### src/rtl/riscv_pkg.sv
// Shared core types and constants: IF->ID buffer entry layout, reset PC and canonical NOP.
// Pure declarations, no latency; no flow control of its own.
// Consumers import riscv_pkg::* and size ports from the IFB_* widths.
package riscv_pkg;

  localparam int IFB_DATA_W = 32;
  localparam int IFB_ADDR_W = 32;
  localparam int IFB_INT_W  = 8;

  localparam logic [IFB_ADDR_W-1:0] IFB_RESET_ADDR = 32'h0000_0000;
  // addi x0, x0, 0
  localparam logic [IFB_DATA_W-1:0] IFB_INST_NOP   = 32'h0000_0013;

  typedef struct packed {
    logic [IFB_DATA_W-1:0] inst;
    logic [IFB_ADDR_W-1:0] addr;
    logic [IFB_INT_W-1:0]  int_flag;
  } ifb_entry_t;

endpackage

### src/rtl/inst_fetch_buf.sv
// IF->ID instruction FIFO holding {inst, word-aligned PC, interrupt flags}; flush empties it.
// Latency 1 cycle push->out_valid_o; 0 cycles when IFB_BYPASS_EN is defined and the buffer is empty.
// Backpressure: in_ready_o drops at full (even if popping); hold_i keeps the head entry in place.
module inst_fetch_buf #(
  parameter int                         DATA_W     = riscv_pkg::IFB_DATA_W,
  parameter int                         ADDR_W     = riscv_pkg::IFB_ADDR_W,
  parameter int                         INT_W      = riscv_pkg::IFB_INT_W,
  parameter int                         DEPTH      = 4,
  parameter logic [ADDR_W-1:0]          RESET_ADDR = riscv_pkg::IFB_RESET_ADDR,
  parameter logic [DATA_W-1:0]          INST_NOP   = riscv_pkg::IFB_INST_NOP,
  localparam int                        CNT_W      = $clog2(DEPTH + 1)
) (
  input  logic              clk_i,
  input  logic              rst_n_i,
  input  logic              flush_i,
  input  logic              hold_i,
  input  logic              in_valid_i,
  output logic              in_ready_o,
  input  logic [DATA_W-1:0] inst_i,
  input  logic [ADDR_W-1:0] inst_addr_i,
  input  logic [INT_W-1:0]  interrupt_flag_i,
  output logic              out_valid_o,
  output logic [DATA_W-1:0] inst_o,
  output logic [ADDR_W-1:0] inst_addr_o,
  output logic [INT_W-1:0]  interrupt_flag_o,
  output logic [CNT_W-1:0]  count_o
);
  import riscv_pkg::*;

  localparam int               PTR_W    = $clog2(DEPTH);
  localparam logic [CNT_W-1:0] FULL_CNT = CNT_W'(DEPTH);

  ifb_entry_t       mem_q [DEPTH];
  logic [PTR_W-1:0] rd_ptr_q, rd_ptr_d;
  logic [PTR_W-1:0] wr_ptr_q, wr_ptr_d;
  logic [CNT_W-1:0] count_q, count_d;

  ifb_entry_t in_entry;
  ifb_entry_t head_entry;
  logic       empty;
  logic       push;
  logic       pop;
  logic       bypass_vld;
  logic       bypass_take;

  always_comb begin
    in_entry.inst     = inst_i;
    in_entry.addr     = inst_addr_i & ~ADDR_W'(3);
    in_entry.int_flag = interrupt_flag_i;
  end

  assign empty      = (count_q == '0);
  assign in_ready_o = (count_q != FULL_CNT);

`ifdef IFB_BYPASS_EN
  // An empty buffer forwards the fetch beat straight to decode; it is only
  // stored when decode is holding and cannot take it this cycle.
  assign bypass_vld  = empty & in_valid_i & ~flush_i;
  assign bypass_take = bypass_vld & ~hold_i;
`else
  assign bypass_vld  = 1'b0;
  assign bypass_take = 1'b0;
`endif

  assign push = in_valid_i & in_ready_o & ~flush_i & ~bypass_take;
  assign pop  = ~empty & ~hold_i & ~flush_i;

  always_comb begin
    rd_ptr_d = rd_ptr_q;
    wr_ptr_d = wr_ptr_q;
    count_d  = count_q;
    if (flush_i) begin
      rd_ptr_d = '0;
      wr_ptr_d = '0;
      count_d  = '0;
    end else begin
      if (push) wr_ptr_d = wr_ptr_q + PTR_W'(1);
      if (pop)  rd_ptr_d = rd_ptr_q + PTR_W'(1);
      case ({push, pop})
        2'b10:   count_d = count_q + CNT_W'(1);
        2'b01:   count_d = count_q - CNT_W'(1);
        default: count_d = count_q;
      endcase
    end
  end

  always_ff @(posedge clk_i) begin
    if (!rst_n_i) begin
      rd_ptr_q <= '0;
      wr_ptr_q <= '0;
      count_q  <= '0;
    end else begin
      rd_ptr_q <= rd_ptr_d;
      wr_ptr_q <= wr_ptr_d;
      count_q  <= count_d;
    end
  end

  // Storage needs no reset: an entry is never read before it has been written.
  always_ff @(posedge clk_i) begin
    if (rst_n_i && push) begin
      mem_q[wr_ptr_q] <= in_entry;
    end
  end

  always_comb begin
    head_entry.inst     = INST_NOP;
    head_entry.addr     = RESET_ADDR;
    head_entry.int_flag = '0;
    out_valid_o         = 1'b0;
    if (!empty) begin
      head_entry  = mem_q[rd_ptr_q];
      out_valid_o = 1'b1;
    end else if (bypass_vld) begin
      head_entry  = in_entry;
      out_valid_o = 1'b1;
    end
  end

  assign inst_o           = head_entry.inst;
  assign inst_addr_o      = head_entry.addr;
  assign interrupt_flag_o = head_entry.int_flag;
  assign count_o          = count_q;

endmodule

### config.mk
export PLATFORM = sky130hd
export DESIGN_NAME = inst_fetch_buf
export DESIGN_NICKNAME = d
export VERILOG_FILES = /design/src/rtl/riscv_pkg.sv /design/src/rtl/inst_fetch_buf.sv
export SDC_FILE = /design/constraint.sdc
export NUM_CORES = 1
export LEC_CHECK = 0
export CAP_MARGIN = 20
export CORE_AREA = 4 4 185 187
export DETAILED_ROUTE_END_ITERATION = 10
export DIE_AREA = 0 0 189 191
export GPL_ROUTABILITY_DRIVEN = 0
export PLACE_DENSITY = 0.55
export SYNTH_ARGS = -nofsm -noshare
export SYNTH_HDL_FRONTEND = slang
export SYNTH_SLANG_ARGS = --single-unit
### constraint.sdc
create_clock -name clk_i -period 3.9 [get_ports clk_i]
set_input_delay 0.39 -clock clk_i [delete_from_list [all_inputs] [get_ports clk_i]]
set_output_delay 0.39 -clock clk_i [all_outputs]
set_load 0.02 [all_outputs]
==> results.md <==
* Slew margin rel. at 0.566
* Routed Antenna Nets at 0
* Worst setup EP type: primary output
* Reg power frac at 0.529
* Total routed wire length on the met1 layer at 9.56 mm
* Area grow syn2layout at 26.4%
* Htree depth at 1
* Post-route total power at 6510 uW
* Number of buffers created by CTS at 31
* Switching part of the total at 0.196
* CP cell instances: nor3_4 -> inv_2 -> buf_4 -> and2_1 -> clkdlybuf4s50_1
* Via count at 5376
* Worst path required time at 3.51 ns
* Register area share after synthesis at 0.761
* Die width at 189 um
* TritonCTS Sinks at 289
* Post-Syn Instances at 501
* Period utilisation layout at 0.859
* Pre-CTS worst setup slack at 1.02 ns
* Crit Path Max Fanout at 39
* Top Family by Delay on Critical Path: buffers and inverters
* Max-Cap Viols at 0
* Initial Util at 0.348
* Combinational Power Share at 0.044
* Clk pin slew, worst setup/hold paths at 0.06 ns
* Detailed placement HPWL at 13.3 mm
* Routed WL at 22.7 mm
* CORE AREA at 32500 um^2
* Power Internal at 5230 uW
* CTS max path bufs at 3
* Setup CP Type: flip-flop to primary output
* Switching Power at 1280 uW
* Routed wire length per instance at 20.1 um
* Area taken by multi-input logic gates at 2490 um^2
* Cell Area, Synth at 11300 um^2
* RSZ-0062 raised after global routing: false
* Starting DRC count in detailed routing at 281
* Core Rows at 66
* Post-CTS setup buffer count at 0
* Hold Buf Count CTS at 0
* Total track usage at 0.124
* Nets at 751
* Smallest hold slack at 0.478 ns
* Period minus WS final at 3.35 ns
* Root buffer cell: clkbuf_16
* First-pass GRT wire length at 35.0 mm
* Die area at 36100 um^2
* Vias in the first global route at 6008
* # resized after CTS at 0
* Number of remaining DRC errors at 0
* Filler instances at 2834
* Clk pwr share at 0.427
* Met2 WL post-DR at 11.6 mm
* Drt via density at 4.74
* Initial antenna violation count at 0
* Slowest stage delay, CP at 0.62 ns
* Layout cell share with drive strength beyond 1 at 0.132
* Worst setup margin at 0.549 ns
* Ports at 154
* Final Core Density at 0.439
* Leak pwr at 0.00450 uW
* Top sig layer: met4
* Yosys cell types at 32
* Final setup violation count at 0
* Synthesis Warnings at 0
* Seq cells post-synth at 289
* WL met3 at 1.30 mm
* Diode count at 0
* Avg Cell Area, Syn at 22.5 um^2
* Gr ovfl total at 0
* Worst-Skew Late Latency at 0.55 ns
* Outcome: finished clean
* Drt pass-1 iters at 4
* Die height at 191 um
* Yosys top cell area share at 0.745
* Register area at 8600 um^2
* Slew Limit Fails at 0
* CP Launch Type: flip-flop
* Top post-synthesis cells by area: edfxtp_1 (75%), mux4_1 (9.5%), mux4_2 (5.8%)
* CTS tree: built
* Pin count of the biggest net entering global routing at 45
* Hold Violations, Final at 0
* Worst path bufs/invs at 3
* Hold WC Path Type: input port to flip-flop
* Cell taking the most area after synthesis: edfxtp_1
* Port Buffers at 149
* Pwr per Cell Area at 457 nW/um^2
* Max Clk Rate at 298 MHz
* Worst Tran Pin Value at 0.651 ns
* Clock skew at 0.00731 ns
* Max IR drop VDD at 0.000332 V
* Sum Neg Setup Slack at 0 ns
* CP arrival at 2.96 ns
* CP max-delay cell: clkdlybuf4s50_1
## final timing paths
check                      startpoint                 endpoint  slack (ns)  cells past startpoint
max           count_o[0]$_SDFFE_PP0P_      interrupt_flag_o[4]        0.55                      5
min                    inst_addr_i[7]   mem_q[0][13]$_DFFE_PP_        0.48                      1
max reg2reg   count_o[2]$_SDFFE_PP0P_  count_o[2]$_SDFFE_PP0P_        1.51                      9
min reg2reg  rd_ptr_q[1]$_SDFFE_PP0P_                flip-flop        0.50                      2
## per-layer routing
layer,global-route usage,vias up
li1,-,2408
met1,0.156,2806
met2,0.219,137
met3,0.0307,25
met4,0.0269,0
met5,0,-
## stage by stage
| stage | std cells | instance area (um^2) |
|---|---|---|
| after global placement | 1077 | 13300 |
| after global routing | 1134 | 14300 |
| after floorplan | 502 | 11300 |
| after detailed placement | 1077 | 13300 |
| after CTS | 1134 | 14300 |
| final | 1134 | 14300 |
## kinds of logic (layout without fill, tap and decap cells)
kind of cell | count (synthesis) | count (layout) | share of synthesized area
buffers and inverters | 32 | 222 | 0.0204
and+or+nand+nor | 92 | 92 | 0.0515
DFF | 289 | 289 | 0.761
other | 1 | 2 | 0.000332
adders and majority gates | 6 | 6 | 0.00732
AOI/OAI and AO/OA | 9 | 9 | 0.00444
xor gates and xnor gates | 2 | 2 | 0.00155
muxes | 70 | 70 | 0.153
## synthesized netlist by cell type
library cell / number
and2_1: 67
and2_4: 1
nor2b_1: 2
buf_2: 6
inv_1: 7
o211ai_1: 1
edfxtp_1: 280
buf_4: 2
or3_1: 2
buf_12: 4
nor2_1: 3
mux4_2: 29
conb_1: 1
or2_1: 3
fa_1: 1
o31ai_1: 1
nand2_1: 2
and3_1: 4
clkbuf_1: 9
dfxtp_1: 9
nand4_1: 2
ha_1: 5
mux4_1: 41
a21oi_1: 4
buf_6: 4
nor3_4: 1
xor2_1: 2
nor3_1: 1
or4_1: 1
nand2b_1: 2
o21ai_0: 3
or3b_4: 1
## area by class of cell
| class | count | area share |
|---|---|---|
| sequential | 289 | 0.603 |
| timing repair buffer | 158 | 0.114 |
| multi-input combinational | 181 | 0.175 |
| inverter | 7 | 0.00184 |
| clock buffer | 38 | 0.0562 |
| tap | 442 | 0.0388 |
| clock inverter | 19 | 0.0120 |
## state kept, by name, indices dropped and copies added, names as in the netlist, named ones only
name and cells:
mem_q 280, count_o 3, wr_ptr_q 2, rd_ptr_q 2
## worst reg2reg max path, cell delays in order (launching register included)
cell	delay, ns
dfxtp_1	0.42
or3b_4	0.43
and2_4	0.18
inv_1	0.06
ha_1	0.18
inv_1	0.06
fa_1	0.37
xor2_1	0.16
or3_1	0.30
a21oi_1	0.15
## power groups by stage
stage / Sequential, uW / Combinational [uW] / Clock [uW]
6_report: 3440 / 286 / 2780
5_1_grt: 3440 / 308 / 3010
3_3_place_gp: 3510 / 282 / 0
4_1_cts: 3440 / 292 / 2880
2_1_floorplan: 3510 / 113 / 0
3_5_place_dp: 3510 / 291 / 0
## cells in the final DEF (no fill, tap or decap), types with 2 or more instances in the layout
master and count:
clkbuf_16 31, ha_1 5, nor2_1 3, and2_1 67, nand4_1 2, or3_1 2
clkbuf_1 7, buf_4 4, nand2b_1 2, a21oi_1 4, inv_1 6, clkinv_1 7
bufinv_16 3, conb_1 2, mux4_2 29, nor2b_1 2, xor2_1 2, clkdlybuf4s50_1 149
mux4_1 41, and3_4 4, clkinv_2 6, edfxtp_1 280, dfxtp_1 7, nand2_1 2
or2_1 3, buf_12 5, dfxtp_4 2, o21ai_0 3
(Power assumes the default switching activity.)
==> RTL edit 1 (same flow settings) <==
`IFB_INT_W`: 8 -> 9.
--- a/src/rtl/riscv_pkg.sv
+++ b/src/rtl/riscv_pkg.sv
@@ -6,5 +6,5 @@
   localparam int IFB_DATA_W = 32;
   localparam int IFB_ADDR_W = 32;
-  localparam int IFB_INT_W  = 8;
+  localparam int IFB_INT_W  = 9;
 
   localparam logic [IFB_ADDR_W-1:0] IFB_RESET_ADDR = 32'h0000_0000;
Ports: changed (resized interrupt_flag_i and interrupt_flag_o); port bits go from 154 to 156. No check against the original RTL was run, so the function may have changed too.
==> RTL edit 1 against the unedited design <==
  * Global-route usage increased by 0.42 points
  * Routed wire length increased by 1.8%
  * Synthesized area is 1.2% higher
  * Critical path depth down 1
  * Worst setup slack improved by 0.12 ns
  * Hold slack improved by 0.013 ns
  * First-iteration DRC count down 22%
  * Utilization grew 0.99 points
  * Design area rose by 2.2%
  * Via count is 1.3% higher
  * Power increased by 5.2%
  * Sequential cell count up 4
  * Critical path type unchanged
==> RTL edit 1: results (changes against the unedited design) <==
[global_route]
grt_pass1_vias = 6095  ; +1.4%
antenna_found_initial = 1  ; +1
grt_start_max_net_pins = 48  ; +6.7%
grt.total_usage_pct = 12.8  ; +0.42 points

[yosys]
yosys-top-cells-area = edfxtp_1, mux4_1, mux4_2
synth_common_cells = edfxtp_1, and2_1, mux4_2, mux4_1, dfxtp_1
synth_seq_area_share_pct = 76.3  ; +0.14 points
synth_edf_count = 284  ; +1.4%
synth_cell_type_count = 34  ; +6.3%

[status]
run_status = finished, final reports clean

[place]
hpwlAfterDp_mm = 14.2  ; +6.8%
port_buffers = 151  ; +1.3%
place_area_um2 = 13500  ; +1.4%

[finish]
fin_nets = 769  ; +2.4%
drive_above_1_share_pct = 15.7  ; +2.5 points
largest_reg_flops = 284  ; +1.4%

[clock_network]
cts_setup_buffers = 0  ; unchanged
cts-root-buf = clkbuf_16
cts_buffers = 34  ; +9.7%
clk_latency_ns = 0.49  ; -0.06 ns
clock_path_buffers = 3  ; unchanged
ctsHtreeMaxLevel = 2  ; +1

[route]
dr.first_iter.drc_count = 220  ; -22%
vias_per_cell = 4.73  ; -0.23%
wl_mm = 23.2  ; +1.8%

[power_and_ir_drop]
irDropWorstVdd_uv = 294  ; -11%
switchingPower_mw = 1.31  ; +2.6%
cellLeakagePower_nw = 4.63  ; +2.8%

[setup_path]
cpMaxStageDelayCell = dfxtp_4
crit_fanout = 25  ; -36%
slowest_delay_ns = 0.67  ; +0.05 ns
arrival_ns = 2.84  ; -0.12 ns
cp_top_family = buffers and inverters

[sta]
worst_pin_slew_ns = 0.738  ; +0.0871 ns
skew_ns = 0.0164  ; +0.00909 ns

[hold_path]
min_path_type = reg2reg

RTL edit 1: through the flow:
stage               power (mW)  worst slack, ns  cells  utilization (%)
floorplan                 3.67            0.793    508                -
global placement          3.84             1.08   1091             41.5
detailed placement        3.86             1.09   1091             41.5
CTS                       6.95            0.572   1150             44.9
global route              7.12            0.462   1150             44.9
finish                    6.85            0.672   1151             44.9
RTL edit 1: metal layers:
metal  track usage, %  routed length (um)  vias up
met5                0                  11        -
met4             3.31                 332        2
met3             3.36                1180       28
met2             22.3               11800      119
met1             16.2                9830     2846
li1                 -                   -     2449
RTL edit 1: path summary, 6_finish.rpt:
kind          startpoint              to  slack [ns]  cells after the start
min reg2reg  rd_ptr_q[1]        register        0.49                      2
min          rd_ptr_q[1]        register        0.49                      2
max reg2reg   count_o[2]      count_o[2]        1.51                      9
max             register  inst_addr_o[2]        0.67                      4
RTL edit 1: tightest hold or removal path, stage by stage (launching register included):
cell and delay, ns:
dfxtp_1 0.30, o211ai_1 0.07, nand2_1 0.07
RTL edit 1: area by class of cell:
| type | instances | area, um^2 |
|---|---|---|
| inverter | 7 | 26.3 |
| tap | 442 | 553 |
| sequential | 293 | 8720 |
| clock buffer | 39 | 891 |
| multi-input combinational | 183 | 2490 |
| timing repair buffer | 166 | 1690 |
| clock inverter | 20 | 209 |
| fill | 2814 | 17900 |
| antenna | 1 | 2.50 |
RTL edit 1: kinds of logic (layout without fill, tap and decap cells):
family / Yosys count / after routing / synth area share [%]
other: 1 / 3 / 0.0328
XOR/XNOR: 2 / 2 / 0.153
buffers and inverters: 32 / 232 / 2.10
AND/OR/NAND/NOR: 93 / 93 / 5.14
multiplexers: 71 / 71 / 15.2
AO/OA/AOI/OAI: 9 / 9 / 0.438
adder cells (fa/ha/maj): 6 / 6 / 0.723
flip-flops: 293 / 293 / 76.3
RTL edit 1: power groups by stage:
stage | combinational (mW) | sequential [mW] | clock, mW
floorplan | 0.115 | 3.56 | 0
global placement | 0.289 | 3.55 | 0
detailed placement | 0.298 | 3.56 | 0
CTS | 0.299 | 3.49 | 3.16
global route | 0.315 | 3.49 | 3.31
finish | 0.292 | 3.49 | 3.07
==> RTL edit 2 (same settings) <==
Made on the original files. Reset style: asynchronous (`rst_n_i`), changed in one clocked block.
--- a/src/rtl/inst_fetch_buf.sv
+++ b/src/rtl/inst_fetch_buf.sv
@@ -85,5 +85,5 @@
   end
 
-  always_ff @(posedge clk_i) begin
+  always_ff @(posedge clk_i or negedge rst_n_i) begin
     if (!rst_n_i) begin
       rd_ptr_q <= '0;
Check against the original RTL: differs if rst_n_i is asserted again (counterexample within 4 cycles, from zero or initial values and one cycle with rst_n_i low); with rst_n_i held inactive, the same outputs for 4 cycles.
==> RTL edit 2 against the unedited design <==
  * Fmax shrank 5.6%
  * Final cell count rose by 0.35%
  * Highest routed layer is now met5
  * Routed wire length fell by 0.53%
  * Synthesized area is 0.94% lower
  * Design area down 1.2%
  * Hold slack lost 0.37 ns
  * Via count down 1.0%
  * Worst setup slack got worse by 0.20 ns
  * Critical path depth fell by 1
  * Sequential cell count shrank 2
  * First-iteration DRC count down 27%
  * Critical path type unchanged
  * Sequential share of layout area increased by 0.68 points
Power is not compared: it rests on default switching activity, and its combinational part moved more than twofold at a synthesized area within 25%.
==> RTL edit 2: results (changes against the unedited design) <==
[status]
run_status = finished, final reports clean

[yosys]
async_flop_share_pct = 2.44  ; +2.4 points
synth_common_cells = edfxtp_1, and2_1, mux4_2, buf_6, buf_2
synth_compound_area_share_pct = 0.963  ; +0.52 points
yosys-top-cells-area = edfxtp_1, mux4_2, and2_1
syn_avg_cell_area_um2 = 22.0  ; -2.5%
synthMuxAreaShare_pct = 14.2  ; -1.1 points
synthAdderAreaFrac_pct = 0.627  ; -0.10 points
synth_cell_type_count = 36  ; +13%
synth_seq_area_share_pct = 76.8  ; +0.68 points
synth_xor_xnor_area_share_pct = 0.157  ; +0.0015 points

[setup_path]
timing.rr.end = mem_q[0][37]
arrival_ns = 3.16  ; +0.20 ns
slowest_delay_ns = 0.95  ; +0.33 ns
r2r_slack_ns = 1.40  ; -0.11 ns
cp_top_family = flip-flops
crit_end = inst_addr_o[31]
rr_worst_depth = 5  ; -4
crit_fanout = 38  ; -2.6%
cpMaxStageDelayCell = dfrtp_4
crit_path_start = rd_ptr_q[0]
r2r_start = count_o[0]

[route]
wl_per_cell_um = 19.9  ; -0.88%
dr.first_iter.drc_count = 205  ; -27%
vias_per_cell = 4.67  ; -1.4%
vias = 5320  ; -1.0%

[sta]
skew_ns = 0.0302  ; +0.0229 ns
max_freq_mhz = 282  ; -5.6%
holdWs_ns = 0.110  ; -0.367 ns
worst_pin_slew_ns = 0.807  ; +0.157 ns

[finish]
drive_above_1_share_pct = 19.4  ; +6.2 points
fill_cells = 2844  ; +0.35%
largest_reg_flops = 280  ; unchanged
fin_nets = 757  ; +0.80%

[global_route]
grt_pass1_vias = 6013  ; +0.083%
grt_start_max_net_pins = 44  ; -2.2%
grt.total_usage_pct = 12.4  ; -0.015 points
grt_pass1_wl_mm = 34.7  ; -0.91%

[place]
place_area_um2 = 13200  ; -0.58%
hpwlAfterDp_mm = 13.5  ; +1.8%
dp_cells = 1084  ; +0.65%
place_ws_ns = 0.799  ; -0.221 ns

[power_and_ir_drop]
pg_comb_mw = 0.743

[hold_path]
min_path_type = in2async

## RTL edit 2: cell types whose count changed after synthesis, moves of 3 or more
cell,delta
or2_1,-3
or2_2,+4
buf_12,-4
buf_6,+5
nor2_1,+3
and3_1,-4
dfxtp_1,-9
mux4_1,-41
mux4_2,+41
dfrtp_1,+7
and2_1,+4
## RTL edit 2: per-layer routing
layer  share of wire, %  vias up  track usage, %
met4                2.2        2            2.63
li1                   -     2383               -
met5              0.057        -               0
met2                 52      134            22.8
met1                 39     2765            14.4
met3                6.4       36            3.63
## RTL edit 2: layout make-up
cell class / instances / area, um^2 / area share [%]
clock buffers: 39 / 806 / 5.72
multi-input cells: 189 / 2390 / 17.0
inverters: 6 / 22.5 / 0.160
repair buffers: 160 / 1650 / 11.7
well taps: 442 / 553 / 3.92
clock inverters: 15 / 77.6 / 0.551
flip-flops and latches: 287 / 8590 / 61.0
